==> src/rtl/debug_probe_sel.sv <==
// Debug probe selector: debounced key steps a 5-bit probe index and a small FSM refreshes the display word.
// Optional build macro PROBE_AUTOSCAN_EN adds a periodic auto-advance of the index.
module debug_probe_sel #(
   parameter int DEBOUNCE_CYCLES = 50000,
   parameter int MEM_TIMEOUT     = 255,
   parameter int AUTOSCAN_CYCLES = 50000000
) (
   input  logic        clk,
   input  logic        reset,
   input  logic        key_next_n,
   input  logic [1:0]  sw_mode,
   output logic [4:0]  rf_addr,
   input  logic [31:0] rf_rdata,
   input  logic [31:0] pc,
   input  logic [31:0] instr,
   output logic        mem_req,
   output logic [31:0] mem_addr,
   input  logic        mem_ack,
   input  logic [31:0] mem_rdata,
   output logic [31:0] disp_data,
   output logic        disp_load,
   output logic [4:0]  index
);

   localparam int DB_W = $clog2(DEBOUNCE_CYCLES + 1);
   localparam logic [DB_W-1:0] DB_LAST = DB_W'(DEBOUNCE_CYCLES - 1);
   localparam int MT_W = $clog2(MEM_TIMEOUT + 1);
   localparam logic [MT_W-1:0] MT_LAST = MT_W'(MEM_TIMEOUT - 1);

   typedef enum logic [1:0] {IDLE, SETTLE, MEMREQ, LOAD} state_t;

   logic            keySync1_q, keySync2_q;
   logic            keyDb_q, keyDb_d;
   logic [DB_W-1:0] dbCount_q, dbCount_d;
   logic            keyFall;
   logic            stepNext;
   logic            step_q;
   logic [4:0]      index_q;
   logic [1:0]      swMode_q;
   logic            postReset_q;
   logic            refresh;
   state_t          state_q, state_d;
   logic            pending_q, pending_d;
   logic [MT_W-1:0] memTimer_q, memTimer_d;
   logic [31:0]     dispData_q, dispData_d;
   logic            dispLoad_q, dispLoad_d;
   logic [31:0]     selWord;

   // The debounced level only flips once the synchronized key has disagreed with it for DEBOUNCE_CYCLES cycles in a row.
   always_comb begin
      keyDb_d   = keyDb_q;
      dbCount_d = '0;
      if (keySync2_q != keyDb_q) begin
         if (dbCount_q == DB_LAST) begin
            keyDb_d = keySync2_q;
         end else begin
            dbCount_d = dbCount_q + DB_W'(1);
         end
      end
   end

   assign keyFall = keyDb_q & ~keyDb_d;

`ifdef PROBE_AUTOSCAN_EN
   localparam int AS_W = $clog2(AUTOSCAN_CYCLES + 1);
   localparam logic [AS_W-1:0] AS_LAST = AS_W'(AUTOSCAN_CYCLES - 1);

   logic [AS_W-1:0] scanCount_q, scanCount_d;
   logic            autoTick;

   // A key press restarts the scan period so manual stepping is never followed by an immediate auto step.
   always_comb begin
      autoTick    = 1'b0;
      scanCount_d = scanCount_q + AS_W'(1);
      if (keyFall) begin
         scanCount_d = '0;
      end else if (scanCount_q == AS_LAST) begin
         autoTick    = 1'b1;
         scanCount_d = '0;
      end
   end

   always_ff @(posedge clk) begin
      if (reset) begin
         scanCount_q <= '0;
      end else begin
         scanCount_q <= scanCount_d;
      end
   end

   assign stepNext = keyFall | autoTick;
`else
   localparam int unusedAutoscanCycles = AUTOSCAN_CYCLES;

   assign stepNext = keyFall;
`endif

   assign refresh = step_q | (sw_mode != swMode_q) | postReset_q;

   always_comb begin
      unique case (sw_mode)
         2'd0:    selWord = rf_rdata;
         2'd1:    selWord = pc;
         default: selWord = instr;
      endcase
   end

   // Refreshes seen while busy collapse into the pending flag and are replayed from LOAD.
   always_comb begin
      state_d    = state_q;
      pending_d  = pending_q;
      memTimer_d = memTimer_q;
      dispData_d = dispData_q;
      dispLoad_d = 1'b0;
      unique case (state_q)
         IDLE: begin
            if (refresh || pending_q) begin
               state_d   = SETTLE;
               pending_d = 1'b0;
            end
         end
         SETTLE: begin
            if (refresh) begin
               pending_d = 1'b1;
            end
            if (sw_mode == 2'd3) begin
               state_d    = MEMREQ;
               memTimer_d = '0;
            end else begin
               state_d    = LOAD;
               dispData_d = selWord;
               dispLoad_d = 1'b1;
            end
         end
         MEMREQ: begin
            if (refresh) begin
               pending_d = 1'b1;
            end
            if (mem_ack) begin
               state_d    = LOAD;
               dispData_d = mem_rdata;
               dispLoad_d = 1'b1;
            end else if (memTimer_q == MT_LAST) begin
               state_d    = LOAD;
               dispData_d = 32'hDEADDEAD;
               dispLoad_d = 1'b1;
            end else begin
               memTimer_d = memTimer_q + MT_W'(1);
            end
         end
         LOAD: begin
            if (refresh || pending_q) begin
               state_d   = SETTLE;
               pending_d = 1'b0;
            end else begin
               state_d = IDLE;
            end
         end
         default: state_d = IDLE;
      endcase
   end

   always_ff @(posedge clk) begin
      if (reset) begin
         keySync1_q  <= 1'b1;
         keySync2_q  <= 1'b1;
         keyDb_q     <= 1'b1;
         dbCount_q   <= '0;
         step_q      <= 1'b0;
         index_q     <= 5'd0;
         swMode_q    <= sw_mode;
         postReset_q <= 1'b1;
         state_q     <= IDLE;
         pending_q   <= 1'b0;
         memTimer_q  <= '0;
         dispData_q  <= 32'd0;
         dispLoad_q  <= 1'b0;
      end else begin
         keySync1_q  <= key_next_n;
         keySync2_q  <= keySync1_q;
         keyDb_q     <= keyDb_d;
         dbCount_q   <= dbCount_d;
         step_q      <= stepNext;
         index_q     <= index_q + {4'd0, step_q};
         swMode_q    <= sw_mode;
         postReset_q <= 1'b0;
         state_q     <= state_d;
         pending_q   <= pending_d;
         memTimer_q  <= memTimer_d;
         dispData_q  <= dispData_d;
         dispLoad_q  <= dispLoad_d;
      end
   end

   assign rf_addr   = index_q;
   assign index     = index_q;
   assign mem_req   = (state_q == MEMREQ);
   assign mem_addr  = {25'd0, index_q, 2'b00};
   assign disp_data = dispData_q;
   assign disp_load = dispLoad_q;

endmodule

==> config.mk <==
export PLATFORM = sky130hd
export DESIGN_NAME = debug_probe_sel
export DESIGN_NICKNAME = d
export VERILOG_FILES = /design/src/rtl/debug_probe_sel.sv
export SDC_FILE = /design/constraint.sdc
export NUM_CORES = 1
export LEC_CHECK = 0
export CAP_MARGIN = 20
export CORE_MARGIN = 2
export CORE_UTILIZATION = 40
export DETAILED_ROUTE_END_ITERATION = 7
export PLACE_DENSITY = 0.82
export SYNTH_ARGS = -nofsm -noshare
export SYNTH_HDL_FRONTEND = slang
export SYNTH_SLANG_ARGS = --single-unit
==> constraint.sdc <==
create_clock -name clk -period 2.5 [get_ports clk]
set_input_delay 0.25 -clock clk [delete_from_list [all_inputs] [get_ports clk]]
set_output_delay 0.25 -clock clk [all_outputs]
set_load 0.005 [all_outputs]
==> flow_metrics.env, run 1 <==
export IMPL_status="finished clean"
export IMPL_leakagePower_uw=0.002290
export IMPL_cap_violations=0
export IMPL_slew_violations=0
export IMPL_cts_buffer_depth=2
export IMPL_p_sw_uw=1538
export IMPL_pwr_share_seq_pct=35.1
export IMPL_layout_nets=781
export IMPL_ys_seq_area_share_pct=32.72
export IMPL_gr_usage_all_layers_pct=22.50
export IMPL_worstPathMaxFanout=23
export IMPL_p_sw_share_pct=34.71
export IMPL_place_hpwl_mm=10.11
export IMPL_rsz0062_at_grt="no"
export IMPL_power_density_nw_per_um2=701.9
export IMPL_setup_tns_ns=0
export IMPL_dr_pass1_iters=4
export IMPL_routed_wl_mm=13.22
export IMPL_critPathBufInv=3
export IMPL_io_pins=210
export IMPL_r2r_setup_slack_ns=0.29
export IMPL_clock_root_buffer="clkbuf_8"
export IMPL_dieArea_um2=11870
export IMPL_yosysWarningCount=0
export IMPL_cp_start_kind="flip-flop"
export IMPL_htree_levels=3
export IMPL_path_cells="inv_1 > ha_1 > buf_4 > inv_1 > a2111oi_0 > a31o_2"
export IMPL_yosysTopAreaCell="dfxtp_1"
export IMPL_wl_per_cell_um=16.91
export IMPL_synth_area_leaders="dfxtp_1, mux2i_1, buf_4"
export IMPL_grt_remaining_overflow=0
export IMPL_hold_worst_slack_ns=0.2613
export IMPL_irDropWorstVdd_mv=0.3822
export IMPL_post_cts_buffers=0
export IMPL_cpPeakStageDelay_ns=0.54
export IMPL_antenna_left=0
export IMPL_drive_gt1_share_pct=11.53
export IMPL_start_util_pct=40.82
export IMPL_netlist_area_leader_share_pct=32.72
export IMPL_route_detailed_drc=0
export IMPL_tightest_slew_ns=0.8093
export IMPL_detail_route_iter0_violations=231
export IMPL_syn_avg_cell_area_um2=9.178
export IMPL_cp_arrival_ns=2.47
export IMPL_most_common_layout_cells="clkdlybuf4s50_1, dfxtp_1, mux2i_1, a21oi_1, conb_1"
export IMPL_cpMaxStageDelayCell="inv_1"
export IMPL_crit_type="flip-flop to flip-flop"
export IMPL_holdBufCountCts=0
export IMPL_synth_cell_types=53
export IMPL_clkPwrFrac_pct=21.0
export IMPL_hold_class="input pin to flip-flop"
export IMPL_antenna_found_initial=0
export IMPL_numCtsBuffers=9
export IMPL_cts_sinks=72
export IMPL_rows=38
export IMPL_finalHoldViolations=0
export IMPL_grt_max_degree=45
export IMPL_synthCells=480
export IMPL_port_buffers=182
export IMPL_grt_pass1_vias=4197
export IMPL_p_comb_share_pct=43.9
export IMPL_core_area_um2=10790
export IMPL_finalCriticalPeriod_ns=2.209
export IMPL_skew_ns=0.01034
export IMPL_async_flop_share_pct=0
export IMPL_insertion_delay_ns=0.36
export IMPL_clkTransAtPathRegs_ns=0.08
export IMPL_grt_pass1_wl_mm=20.71
export IMPL_die_h_um=108.9
export IMPL_diodes=0
export IMPL_die_width_um=108.9
export IMPL_syn_area_um2=4405
export IMPL_synth_flop_cell="dfxtp_1"
export IMPL_vias_per_cell=5.464
export IMPL_final_common_cell="clkdlybuf4s50_1"
export IMPL_area_growth_pct=43.28
export IMPL_setup_viol=0
export IMPL_crit_required_ns=2.76
export IMPL_critical_path_top_delay_family="buffers and inverters"
export IMPL_synth_edff_count=0
export IMPL_vias=4273
export IMPL_gp_congestion=0.8970
export IMPL_synth_seq_cells=72
export IMPL_internal_power_uw=2893
export IMPL_max_freq_ghz=0.4528
export IMPL_postCtsResizedCells=0
export IMPL_cpMostUsedCell="inv_1"
export IMPL_slew_headroom_pct=45.97
export IMPL_cts_tree="built"
export IMPL_critPathCaptureType="flip-flop"
export IMPL_finalCritPeriodShare_pct=88.35
cell type report:
cell class	instances	area (µm²)
inverter	9	33.78
clock inverter	6	70.07
timing repair buffer	192	1917
clock buffer	10	127.6
sequential	72	1441
fill	936	4481
tap	140	175.2
multi-input combinational	353	2547
power groups by stage:
stage	clock, µW	combinational, µW	sequential [µW]
2_1_floorplan	0	1000	1570
3_3_place_gp	0	1910	1570
3_5_place_dp	0	1940	1580
4_1_cts	953	1950	1550
5_1_grt	1000	2120	1580
6_report	931	1950	1550
through the flow:
step | util (%) | instances | area (µm²) | power, µW | worst slack, ns
floorplan | - | 506 | 4503 | 2576 | 0.6496
global placement | 56.65 | 766 | 6115 | 3472 | 0.3781
detailed placement | 56.65 | 766 | 6115 | 3521 | 0.2873
CTS | 58.49 | 782 | 6312 | 4460 | 0.3294
global route | 58.49 | 782 | 6312 | 4702 | 0.1495
finish | 58.49 | 782 | 6312 | 4431 | 0.2914
sequential cells by signal, summed over array words and instances (netlist names):
name,cells
postReset_q,1
pending_q,1
step_q,1
swMode_q,2
state_q,2
keyDb_q,1
memTimer_q,8
dbCount_q,16
disp_load,1
keySync2_q,1
disp_data,32
keySync1_q,1
index,5
path summary, 6_finish.rpt:
kind | cells past startpoint | to | startpoint
worst max-delay path | 6 | disp_data[10] | state_q[0]
worst min-delay path | 1 | swMode_q[0] | sw_mode[0]
worst max register to register | 6 | disp_data[10] | state_q[0]
worst min register to register | 1 | keySync2_q | keySync1_q
routing by layer:
| layer | global-route usage, % | up-vias | wire (µm) |
|---|---|---|---|
| li1 | - | 2049 | - |
| met5 | 0 | - | 0 |
| met2 | 40.11 | 183 | 6848 |
| met3 | 6.037 | 37 | 867 |
| met4 | 10.07 | 0 | 433 |
| met1 | 24.88 | 2004 | 5073 |
logic make-up (layout without fill, tap and decap cells):
group | Yosys count | count (layout) | share of synthesized area (%)
simple gates | 106 | 106 | 14.03
other cells | 1 | 27 | 0.08512
compound gates | 137 | 137 | 21.90
fa+ha+maj | 10 | 10 | 2.840
mux | 57 | 57 | 13.58
xor+xnor | 16 | 16 | 3.181
flops | 72 | 72 | 32.72
buf+inv | 81 | 217 | 11.67
synthesized netlist by cell type, drive strengths merged, types with 12 or more instances:
cell	count
buf	49
o21ai	26
dfxtp	72
clkbuf	23
nand2	12
nor2b	13
a2111oi	23
nor2	19
a21oi	31
mux2i	35
nand3	18
mux2	22
a31o	22
Power figures use the tool's default switching activity.
==> inputs of run 2 (changes only) <==
--- a/config.mk
+++ b/config.mk
@@ -8,6 +8,7 @@
 export CAP_MARGIN = 20
 export CORE_MARGIN = 2
 export CORE_UTILIZATION = 40
+export CTS_BUF_LIST = sky130_fd_sc_hd__clkbuf_8
 export DETAILED_ROUTE_END_ITERATION = 7
 export PLACE_DENSITY = 0.82
 export SYNTH_ARGS = -nofsm -noshare
==> flow_metrics.env, run 2 (same netlist as run 1, synthesis figures left out) <==
export IMPL_status="finished clean"
export IMPL_finalCriticalPeriod_ns=2.209
export IMPL_critPathLaunch="state_q[0]"
export IMPL_slew_headroom_pct=45.97
export IMPL_fin_util_pct=58.49
export IMPL_dieArea_um2=11870
export IMPL_postCtsResizedCells=0
export IMPL_htree_levels=3
export IMPL_dr_pass1_iters=4
export IMPL_insertion_delay_ns=0.36
export IMPL_grt_pass1_vias=4197
export IMPL_timing_rr_start="state_q[0]"
export IMPL_leakagePower_uw=0.002294
export IMPL_crit_type="flip-flop to flip-flop"
export IMPL_critical_path_top_delay_family="buffers and inverters"
export IMPL_holdBufCountCts=0
export IMPL_drive_gt1_share_pct=11.53
export IMPL_clkTransAtPathRegs_ns=0.08
export IMPL_irDropWorstVdd_mv=0.3821
export IMPL_io_pins=210
export IMPL_hold_class="input pin to flip-flop"
export IMPL_final_common_cell="clkdlybuf4s50_1"
export IMPL_worstPathMaxFanout=23
export IMPL_cp_arrival_ns=2.47
export IMPL_grt_remaining_overflow=0
export IMPL_gp_congestion=0.8970
export IMPL_cpMostUsedCell="inv_1"
export IMPL_routed_wl_mm=13.22
export IMPL_place_hpwl_mm=10.11
export IMPL_cap_violations=0
export IMPL_rsz0062_at_grt="no"
export IMPL_gr_usage_all_layers_pct=22.50
export IMPL_wl_per_cell_um=16.91
export IMPL_largest_reg_flops=32
export IMPL_max_freq_ghz=0.4528
export IMPL_numCtsBuffers=9
export IMPL_ff2ff_path_depth=6
export IMPL_slew_violations=0
export IMPL_crit_required_ns=2.76
export IMPL_die_h_um=108.9
export IMPL_cpMaxStageDelayCell="inv_1"
export IMPL_core_area_um2=10790
export IMPL_detail_route_iter0_violations=231
export IMPL_power_density_nw_per_um2=701.3
export IMPL_worst_slack_ns=0.2914
export IMPL_rr_endpoint="disp_data[10]"
export IMPL_diodes=0
export IMPL_cts_tree="built"
export IMPL_die_width_um=108.9
export IMPL_antenna_found_initial=0
export IMPL_vias_per_cell=5.464
export IMPL_cts_buffer_depth=2
export IMPL_path_cells="inv_1 > ha_1 > buf_4 > inv_1 > a2111oi_0 > a31o_2"
export IMPL_setup_tns_ns=0
export IMPL_layout_nets=781
export IMPL_route_detailed_drc=0
export IMPL_r2r_setup_slack_ns=0.29
export IMPL_setup_viol=0
export IMPL_cp_depth=6
export IMPL_most_common_layout_cells="clkdlybuf4s50_1, dfxtp_1, mux2i_1, a21oi_1, conb_1"
export IMPL_finalCritPeriodShare_pct=88.35
export IMPL_cts_sinks=72
export IMPL_critPathBufInv=3
export IMPL_vias=4273
export IMPL_start_util_pct=40.82
export IMPL_critPathCaptureType="flip-flop"
export IMPL_cp_start_kind="flip-flop"
export IMPL_port_buffers=182
export IMPL_grt_max_degree=45
export IMPL_grt_pass1_wl_mm=20.71
export IMPL_finalHoldViolations=0
export IMPL_area_growth_pct=43.28
export IMPL_skew_ns=0.01034
export IMPL_dp_cells=766
export IMPL_antenna_left=0
export IMPL_clock_root_buffer="clkbuf_8"
export IMPL_worstSetupEndpoint="disp_data[10]"
export IMPL_tightest_slew_ns=0.8093
export IMPL_post_cts_buffers=0
export IMPL_rows=38
export IMPL_cpPeakStageDelay_ns=0.54
export IMPL_place_ws_ns=0.2873
export IMPL_fin_cells=782
[run 2: where the power goes]
group / switching, µW / internal [µW]
clock network: 467 / 460
registers: 151 / 1400
logic: 920 / 1030
[run 2: layout make-up]
| cell class | count | area (µm²) |
|---|---|---|
| Fill cell | 936 | 4481 |
| Multi-Input combinational cell | 353 | 2547 |
| Timing Repair Buffer | 192 | 1917 |
| Sequential cell | 72 | 1441 |
| Tap cell | 140 | 175.2 |
| Clock buffer | 9 | 123.9 |
| Clock inverter | 7 | 73.82 |
| Inverter | 9 | 33.78 |
[run 2: how the worst min path moves through the flow]
stage,cells past startpoint,slack (ns),end,start
detailed placement,1,0.40,keySync2_q,keySync1_q
CTS,1,0.24,swMode_q[0],sw_mode[0]
finish,1,0.26,swMode_q[0],sw_mode[0]
floorplan,0,0.28,postReset_q,reset
global placement,1,0.39,keySync2_q,keySync1_q
global route,1,0.25,swMode_q[0],sw_mode[0]
[run 2: per-layer routing]
layer	share of wire (%)	track usage [%]
met3	6.6	6.037
met2	52	40.11
met1	38	24.88
met5	0	0
met4	3.3	10.07
[run 2: worst reg2reg max path: stages, from the launching register on]
cell       delay (ns)
dfxtp_1          0.40
inv_1            0.10
ha_1             0.32
buf_4            0.23
inv_1            0.54
a2111oi_0        0.25
a31o_2           0.27
[run 2: through the flow]
stage               hold WS, ns  cell area, µm²  total power (µW)
finish                   0.2613            6312              4427
global placement         0.3924            6115              3472
detailed placement       0.4002            6115              3521
floorplan                0.2777            4503              2576
global route             0.2473            6312              4698
CTS                      0.2421            6312              4457
==> inputs of run 3 (changes only) <==
--- a/config.mk
+++ b/config.mk
@@ -7,10 +7,10 @@
 export LEC_CHECK = 0
 export CAP_MARGIN = 20
 export CORE_MARGIN = 2
-export CORE_UTILIZATION = 40
+export CORE_UTILIZATION = 43
 export CTS_BUF_LIST = sky130_fd_sc_hd__clkbuf_8
 export DETAILED_ROUTE_END_ITERATION = 7
-export PLACE_DENSITY = 0.82
+export PLACE_DENSITY = 0.87
 export SYNTH_ARGS = -nofsm -noshare
 export SYNTH_HDL_FRONTEND = slang
 export SYNTH_SLANG_ARGS = --single-unit
==> flow_metrics.env, run 3 (same netlist as run 1, synthesis figures left out) <==
export IMPL_diodes=0
export IMPL_irDropWorstVdd_mv=0.3723
export IMPL_cap_violations=0
export IMPL_holdBufCountCts=0
export IMPL_antenna_left=0
export IMPL_cts_sinks=72
export IMPL_place_hpwl_mm=9.998
export IMPL_finalCriticalPeriod_ns=2.156
export IMPL_io_pins=210
export IMPL_max_freq_ghz=0.4638
export IMPL_crit_type="flip-flop to output pin"
export IMPL_rows=36
export IMPL_hold_class="input pin to flip-flop"
export IMPL_core_area_um2=9864
export IMPL_gr_usage_all_layers_pct=23.34
export IMPL_hold_worst_slack_ns=0.2852
export IMPL_slew_headroom_pct=46.31
export IMPL_post_cts_buffers=0
export IMPL_area_growth_pct=43.20
export IMPL_most_common_layout_cells="clkdlybuf4s50_1, dfxtp_1, mux2i_1, a21oi_1, conb_1"
export IMPL_power_density_nw_per_um2=696.3
export IMPL_timing_rr_start="state_q[0]"
export IMPL_final_cell_area_um2=6309
export IMPL_worstPathMaxFanout=13
export IMPL_detail_route_iter0_violations=158
export IMPL_insertion_delay_ns=0.34
export IMPL_gp_congestion=0.9322
export IMPL_critPathCaptureType="output pin"
export IMPL_grt_pass1_wl_mm=20.85
export IMPL_port_buffers=182
export IMPL_dr_pass1_iters=5
export IMPL_die_h_um=105.2
export IMPL_rsz0062_at_grt="no"
export IMPL_finalCritPeriodShare_pct=86.25
export IMPL_clock_root_buffer="clkbuf_8"
export IMPL_grt_pass1_vias=4376
export IMPL_setup_tns_ns=0
export IMPL_fillCellCount=814
export IMPL_wl_per_cell_um=16.70
export IMPL_final_common_cell="clkdlybuf4s50_1"
export IMPL_cts_tree="built"
export IMPL_drive_gt1_share_pct=11.51
export IMPL_status="finished clean"
export IMPL_die_width_um=105.2
export IMPL_cp_arrival_ns=1.91
export IMPL_vias_per_cell=5.579
export IMPL_worstHoldStart="sw_mode[0]"
export IMPL_tightest_slew_ns=0.8041
export IMPL_start_util_pct=44.66
export IMPL_critPathLaunch="state_q[0]"
export IMPL_grt_remaining_overflow=0
export IMPL_cts_buffer_depth=2
export IMPL_vias=4329
export IMPL_finalHoldViolations=0
export IMPL_clkTransAtPathRegs_ns=0.07
export IMPL_layout_nets=783
export IMPL_skew_ns=0.01056
export IMPL_cp_start_kind="flip-flop"
export IMPL_dieArea_um2=11070
export IMPL_numCtsBuffers=9
export IMPL_routed_wl_mm=12.96
export IMPL_htree_levels=3
export IMPL_slew_violations=0
export IMPL_grt_max_degree=46
export IMPL_antenna_found_initial=0
export IMPL_postCtsResizedCells=0
export IMPL_largest_reg_flops=32
export IMPL_route_detailed_drc=0
export IMPL_dpl_cell_area_um2=6121
export IMPL_crit_required_ns=2.25
export IMPL_setup_viol=0
export IMPL_leakagePower_uw=0.002311
-- run 3: metal layers --
layer / track usage [%] / share of wire, % / up-vias / wire length [µm]
li1: - / - / 2056 / -
met1: 24.80 / 39 / 2039 / 4992
met2: 42.49 / 52 / 191 / 6712
met3: 6.246 / 5.9 / 43 / 764
met4: 11.14 / 3.8 / 0 / 489
met5: 0 / 0 / - / 0
-- run 3: power breakdown --
group / total (µW) / internal [µW] / switching, µW
Combinational: 1950 / 1030 / 920
Sequential: 1570 / 1410 / 161
Clock: 878 / 474 / 404
-- run 3: final timing paths --
kind                   endpoint  slack (ns)  depth (start not counted)
setup / recovery        mem_req        0.34                          4
hold / removal      swMode_q[0]        0.29                          1
setup reg to reg  disp_data[15]        0.48                          5
hold reg to reg      keySync2_q        0.41                          1
-- run 3: area by class of cell --
| class | count | area [µm²] | area share (%) |
|---|---|---|---|
| clock buffer | 10 | 137.6 | 2.182 |
| clock inverter | 5 | 50.05 | 0.7933 |
| inverter | 9 | 33.78 | 0.5355 |
| multi-input combinational | 353 | 2547 | 40.38 |
| sequential | 72 | 1441 | 22.85 |
| tap | 133 | 166.4 | 2.638 |
| timing repair buffer | 194 | 1932 | 30.62 |
-- run 3: per-stage QoR --
| step | utilization (%) | std cells | setup slack [ns] | total power [µW] |
|---|---|---|---|---|
| finish | 63.95 | 776 | 0.3438 | 4393 |
| global route | 63.95 | 776 | 0.2420 | 4657 |
| CTS | 63.95 | 776 | 0.3381 | 4411 |
| detailed placement | 62.05 | 761 | 0.2446 | 3517 |
| global placement | 62.05 | 761 | 0.4023 | 3461 |
| floorplan | - | 506 | 0.6496 | 2576 |
-- run 3: worst max-delay path: stages, from the launching register on --
cell	delay (ns)
dfxtp_1	0.34
inv_1	0.12
ha_1	0.29
buf_4	0.25
clkdlybuf4s50_1	0.55
